### src/rtl/attack_resolver.sv
// Battleship attack resolver: latches a placement board, resolves shots against it, tracks
// hit/miss maps and shot budget, and drives a blinking 5x7 result display.
module attack_resolver #(
  parameter int unsigned MAX_SHOTS = 12,
  parameter int unsigned BLINK_DIV = 190
) (
  input  logic       clk,
  input  logic       reset,
  input  logic       save_game,
  input  logic       attack_button,
  input  logic [6:0] board_col1,
  input  logic [6:0] board_col2,
  input  logic [6:0] board_col3,
  input  logic [6:0] board_col4,
  input  logic [6:0] board_col5,
  input  logic [2:0] columns_attack,
  input  logic [2:0] rows_attack,
  output logic [6:0] col1_out,
  output logic [6:0] col2_out,
  output logic [6:0] col3_out,
  output logic [6:0] col4_out,
  output logic [6:0] col5_out,
  output logic       hit,
  output logic       miss,
  output logic       invalid,
  output logic [3:0] shots_left,
  output logic [5:0] hits_count,
  output logic       armed,
  output logic       game_over,
  output logic       win
);

  localparam int unsigned CntW = (BLINK_DIV > 1) ? $clog2(BLINK_DIV) : 1;
  localparam logic [CntW-1:0] CntMax = CntW'(BLINK_DIV - 1);

  typedef enum logic [1:0] {StIdle, StArmed, StResolve, StDone} state_e;

  state_e state_q, state_d;

  // Flat cell vectors: bit (col*7 + row)
  logic [34:0] board_in, board_q, hit_map_q, miss_map_q, disp_d, col_out_q;
  logic [2:0]  col_q, row_q;
  logic [3:0]  shots_q, shots_n;
  logic [5:0]  hits_q, hits_n, target_q, target_new, cell_idx;
  logic        win_q, pending_q, pending_d, blink_q;
  logic [CntW-1:0] blink_cnt_q;
  logic        hit_q, miss_q, invalid_q, armed_q, over_q;
  logic        hit_d, miss_d, invalid_d, armed_d, over_d;
  logic        do_save, attack_ok, oob, res_invalid, res_hit;

  assign board_in = {board_col5, board_col4, board_col3, board_col2, board_col1};

  always_comb begin
    target_new = '0;
    for (int i = 0; i < 35; i++) target_new = target_new + 6'(board_in[i]);
  end

  // A save raised during RESOLVE is held in pending_q and applied on the following cycle
  assign do_save   = (state_q != StResolve) && (save_game || pending_q) && (board_in != '0);
  assign attack_ok = (state_q == StArmed) && attack_button && !save_game && !pending_q;
  assign pending_d = (state_q == StResolve) ? (pending_q | save_game) : 1'b0;

  assign oob = (col_q > 3'd4) || (row_q > 3'd6);
  always_comb begin
    cell_idx = '0;
    if (!oob) cell_idx = 6'(col_q) * 6'd7 + 6'(row_q);
  end
  assign res_invalid = oob || hit_map_q[cell_idx] || miss_map_q[cell_idx];
  assign res_hit     = !res_invalid && board_q[cell_idx];
  assign shots_n     = (!res_invalid && shots_q != '0) ? shots_q - 4'd1 : shots_q;
  assign hits_n      = (res_hit && hits_q < target_q) ? hits_q + 6'd1 : hits_q;

  always_ff @(posedge clk) begin
    if (reset) state_q <= StIdle;
    else       state_q <= state_d;
  end

  always_comb begin
    state_d = state_q;
    unique case (state_q)
      StIdle:    if (do_save) state_d = StArmed;
      StArmed: begin
        if (do_save)        state_d = StArmed;
        else if (attack_ok) state_d = StResolve;
      end
      StResolve: begin
        if (res_invalid)             state_d = StArmed;
        else if (hits_n == target_q) state_d = StDone;
        else if (shots_n == '0)      state_d = StDone;
        else                         state_d = StArmed;
      end
      StDone:    if (do_save) state_d = StArmed;
      default:   state_d = StIdle;
    endcase
  end

  always_comb begin
    hit_d     = (state_q == StResolve) && res_hit;
    miss_d    = (state_q == StResolve) && !res_invalid && !res_hit;
    invalid_d = (state_q == StResolve) && res_invalid;
    armed_d   = (state_d == StArmed) || (state_d == StResolve);
    over_d    = (state_d == StDone);
    disp_d    = board_in;
    unique case (state_q)
      StIdle:             disp_d = board_in;
      StArmed, StResolve: disp_d = hit_map_q | (miss_map_q & {35{blink_q}});
      StDone: begin
        if (win_q) disp_d = blink_q ? {35{1'b1}} : hit_map_q;
        else       disp_d = board_q | hit_map_q;
      end
      default:            disp_d = board_in;
    endcase
  end

  always_ff @(posedge clk) begin
    if (reset) begin
      board_q     <= '0;
      hit_map_q   <= '0;
      miss_map_q  <= '0;
      col_q       <= '0;
      row_q       <= '0;
      shots_q     <= '0;
      hits_q      <= '0;
      target_q    <= '0;
      win_q       <= 1'b0;
      pending_q   <= 1'b0;
      blink_q     <= 1'b0;
      blink_cnt_q <= '0;
      hit_q       <= 1'b0;
      miss_q      <= 1'b0;
      invalid_q   <= 1'b0;
      armed_q     <= 1'b0;
      over_q      <= 1'b0;
      col_out_q   <= board_in;
    end else begin
      pending_q <= pending_d;
      hit_q     <= hit_d;
      miss_q    <= miss_d;
      invalid_q <= invalid_d;
      armed_q   <= armed_d;
      over_q    <= over_d;
      col_out_q <= disp_d;
      if (blink_cnt_q == CntMax) begin
        blink_cnt_q <= '0;
        blink_q     <= ~blink_q;
      end else begin
        blink_cnt_q <= blink_cnt_q + 1'b1;
      end
      if (do_save) begin
        board_q    <= board_in;
        hit_map_q  <= '0;
        miss_map_q <= '0;
        shots_q    <= 4'(MAX_SHOTS);
        hits_q     <= '0;
        target_q   <= target_new;
        win_q      <= 1'b0;
      end else if (attack_ok) begin
        col_q <= columns_attack;
        row_q <= rows_attack;
      end else if (state_q == StResolve && !res_invalid) begin
        shots_q <= shots_n;
        hits_q  <= hits_n;
        win_q   <= (hits_n == target_q);
        if (res_hit) hit_map_q[cell_idx] <= 1'b1;
        else         miss_map_q[cell_idx] <= 1'b1;
      end
    end
  end

  assign {col5_out, col4_out, col3_out, col2_out, col1_out} = col_out_q;
  assign hit        = hit_q;
  assign miss       = miss_q;
  assign invalid    = invalid_q;
  assign shots_left = shots_q;
  assign hits_count = hits_q;
  assign armed      = armed_q;
  assign game_over  = over_q;
  assign win        = win_q;

endmodule

### config.mk
export PLATFORM = sky130hd
export DESIGN_NAME = attack_resolver
export DESIGN_NICKNAME = d
export VERILOG_FILES = /design/src/rtl/attack_resolver.sv
export SDC_FILE = /design/constraint.sdc
export NUM_CORES = 1
export LEC_CHECK = 0
export CAP_MARGIN = 10
export CORE_MARGIN = 2
export CORE_UTILIZATION = 60
export CTS_CLUSTER_DIAMETER = 40
export DETAILED_ROUTE_END_ITERATION = 6
export DONT_BUFFER_PORTS = 1
export HOLD_SLACK_MARGIN = 0.15
export PLACE_DENSITY_LB_ADDON = 0.3
export SLEW_MARGIN = 20
export SYNTH_ARGS = -nofsm -noshare
export SYNTH_HDL_FRONTEND = slang
export SYNTH_SLANG_ARGS = --single-unit
### constraint.sdc
create_clock -name clk -period 9.7 [get_ports clk]
set_input_delay 1.455 -clock clk [delete_from_list [all_inputs] [get_ports clk]]
set_output_delay 1.455 -clock clk [all_outputs]
set_load 0.02 [all_outputs]
==> metrics list <==
* Clock tree from TritonCTS: done
- Counting flops and latches in the post-synthesis netlist gives 180.
- Leaving out fill and tap cells, the most frequent cells in the layout are nor2_1, dfxtp_1, a21oi_1.
- Number of antenna violations at the first check in global routing: 0
* FMAX: 169 MHz
- The library cell used most frequently in the layout, excluding fill and tap cells, is nor2_1.
- The floorplan has 47 rows.
- Setup repair after global routing left no endpoint under its margin.
- The clock passes through at most 2 buffers.
- At the end of routability-driven placement, the weighted congestion stood at 0.943.
* Data required time at the worst endpoint: 10,050 ps
- Endpoint kind of the worst setup timing path: flop
- Max IR drop VDD: 0.196 mV
- The H-tree was split into 4 levels.
* Core region area: 0.0164 mm^2
- Count of max-cap constraint violations: 0
* Wire length of the first global-routing pass: 45,600 um
- The detail route stage leaves a number of antenna-violating nets equal to 0.
- The via count of the first global-routing pass came to 8,422.
- I/O pin count: 96
- Total power for the finished layout comes to 2.17 mW.
- Avg Vias per Cell: 6.27
- Port buffer count: 0
- Global routing used 33.4% of the available tracks.
- For this run, the register share of the synthesized area comes to 36.2%.
- Synthesized instance count: 1,191
- The later pin in the worst-skew pair is clocked with a latency of 440 ps.
- After detailed routing, the average wire length per cell comes to 21.0 um.
- In this run the cell area of the synthesized design comes to 0.00996 mm^2.
- Worst Skew: 5.48 ps
- Count of placed standard cells including taps: 1,353
- The floorplan step defined a die boundary enclosing 0.0176 mm^2.
- Fraction of registers with async set or reset after synthesis: 0%
* Post-synthesis cell type with the largest combined area: dfxtp_1
* Max-slew violation count: 0
- The number of setup buffers added after CTS is 0.
- Detailed-route wire length: 29,100 um
- Measured along the y axis, the die boundary spans 133 um.
- Commonest register cell after synthesis: dfxtp_1
- Number of inserted diodes: 0
- In this run, the number of DRC markers left after iteration 0 of detailed routing was 1,032.
* Total number of yosys warnings: 0
* Footprint of the multi-input gates: 0.00579 mm^2
- Across all layers, the routed design uses 8,672 vias.
- Net switching is 32.6% of the power.
- Clock network fraction of total power: 31.7%
- Number of gates given a new drive strength after cts: 0
- Total congestion overflow: 0
- Worst setup slack for register-to-register paths: 4180 ps
- The area growth from synthesis to layout is 6.43%.
- For this design the static power due to leakage is 4.50 nW.
- CTS Sinks: 180
* Sequential group share of total power: 38.4%
- Number of buffers created by CTS: 17
* Top cells by area in the synthesized netlist: dfxtp_1, nor2_1, fa_1
* Final total negative setup slack: 0 ps
- Entering global routing, the biggest net connects 80 pins.
- For this run, the number of standard cells in the final layout without fillers is 1,383.
* Worst setup path class: in -> reg
- Clock-pin slew was measured on the worst setup and hold paths at 60 ps.
- Clock Root Buffer: clkbuf_16
- Counting the fill cells in the layout gives 1,402.
* Syn avg cell area: 8.36 um^2
* Setup violators final: 0
- Post-route minimum period: 5920 ps
- Dpl hpwl: 20,200 um
* Number of distinct standard cells referenced by the synthesized netlist: 72
- Summed over all nets, the switching power comes to 0.709 mW.
- The worst hold path belongs to the class reg -> reg.
- Kind of start point of the critical path: primary input
* Transition time at the pin with the least slew margin: 1150 ps
- Ratio of cells with drive above 1 in the final layout: 6.71%
- Combinational Power Share: 29.9%
* Final cycle utilization of the critical path: 61.0%
- Measured against its own limit, the worst slew margin works out to 22.6%.
- At the end of the flow, the number of nets in the layout was 1,262.
* Internal power: 1.46 mW
* Storage cell area: 0.00360 mm^2
* Number of flops mapped to enable cells by yosys: 0
- Measured along the x axis, the die boundary spans 133 um.
* Status: completed
* DRC violations left: 0
- Once the floorplan was initialized, standard cells occupied 60.7% of the core.
- Hold timing on the final database bottoms out at a slack of 501 ps.
* Pwr dens: 205 mW/mm^2
- At the placement stage, the worst setup path has a slack of 3350 ps.
- Final hold violation count: 0
- In this run the biggest area consumer among cell types represents 36.2% of the synthesized area.
- Syn Nets: 1,301
- Arrival time at the worst endpoint: 6270 ps
* Largest fanout on the critical path: 4
* Quantity of hold-fixing buffers added after cts: 0
- Number of search-and-repair iterations in the first detailed-routing pass: 5
* Fin worst setup slack: 3780 ps
## Yosys cell counts (all sizes together), types with 8 or more instances
| cell type | n |
|---|---|
| inv | 68 |
| a21o | 40 |
| nor2b | 43 |
| buf | 24 |
| nand4 | 10 |
| dfxtp | 180 |
| and3 | 8 |
| nor4 | 14 |
| xnor2 | 20 |
| o31ai | 41 |
| mux2i | 26 |
| a31oi | 45 |
| nor3 | 15 |
| nor2 | 235 |
| nand2 | 84 |
| fa | 31 |
| xor2 | 12 |
| o21ai | 15 |
| nand2b | 9 |
| nand3 | 17 |
| clkbuf | 46 |
| ha | 34 |
| a21oi | 112 |
## registers in the layout, summed over array words and instances (netlist names)
name / cells
invalid: 1
hit_map_q: 35
target_q: 6
col_q: 3
col_out_q: 35
hit: 1
blink_q: 1
shots_left: 4
state_q: 2
blink_cnt_q: 8
hits_count: 6
game_over: 1
armed: 1
row_q: 3
miss_map_q: 35
miss: 1
win: 1
board_q: 35
pending_q: 1
## critical path: stages
cell and delay, ps:
fa_1 570, inv_1 70, fa_1 490, inv_1 50
fa_1 500, inv_1 60, fa_1 460, fa_1 480
fa_1 490, inv_1 50, fa_1 400, fa_1 410
a21o_1 170, a21oi_1 160, xor2_1 160, nor2_1 50
a211oi_1 230
## per-stage QoR
stage / cell area (um^2) / utilization, %
3_3_place_gp: 10000 / 61.0
2_1_floorplan: 9960 / -
3_5_place_dp: 10000 / 61.0
6_report: 10600 / 64.6
4_1_cts: 10600 / 64.6
5_1_grt: 10600 / 64.6
## worst paths after layout
check | cells past startpoint | end | start
max | 17 | target_q[4] | board_col3[3]
min | 2 | row_q[0] | row_q[0]
min reg2reg | 2 | row_q[0] | row_q[0]
max reg2reg | 16 | armed | col_q[1]
## power by group through the flow
stage / clock network, mW / logic, mW / registers (mW)
floorplan: 0 / 0.522 / 0.841
detailed placement: 0 / 0.640 / 0.850
finish: 0.690 / 0.650 / 0.834
CTS: 0.694 / 0.650 / 0.834
global route: 0.724 / 0.737 / 0.838
global placement: 0 / 0.617 / 0.850
## cells by family after synthesis
| group | after synthesis | synth area share (%) |
|---|---|---|
| XOR/XNOR | 32 | 2.82 |
| multiplexers | 30 | 3.41 |
| buffers and inverters | 138 | 5.82 |
| flip-flops | 180 | 36.2 |
| adder cells (fa/ha/maj) | 65 | 10.5 |
| AND/OR/NAND/NOR | 458 | 22.5 |
| AO/OA/AOI/OAI | 288 | 18.7 |
## routing by layer
metal / share of wire [%] / routed length [um] / vias to the layer above / global-route usage [%]
met5: 0 / 0 / - / 0
met4: 3.6 / 1060 / 0 / 15.0
met3: 10 / 2960 / 87 / 10.3
met2: 45 / 13200 / 434 / 51.9
met1: 41 / 11900 / 4149 / 42.8
li1: - / - / 4002 / -
## layout make-up
| class | count | area share, % |
|---|---|---|
| Multi-Input combinational cell | 873 | 54.7 |
| Clock buffer | 26 | 4.81 |
| Clock inverter | 4 | 0.661 |
| Sequential cell | 180 | 34.0 |
| Tap cell | 220 | 2.60 |
| Timing Repair Buffer | 12 | 0.850 |
| Inverter | 68 | 2.41 |
Note: power is estimated with default switching activity, not from simulation.
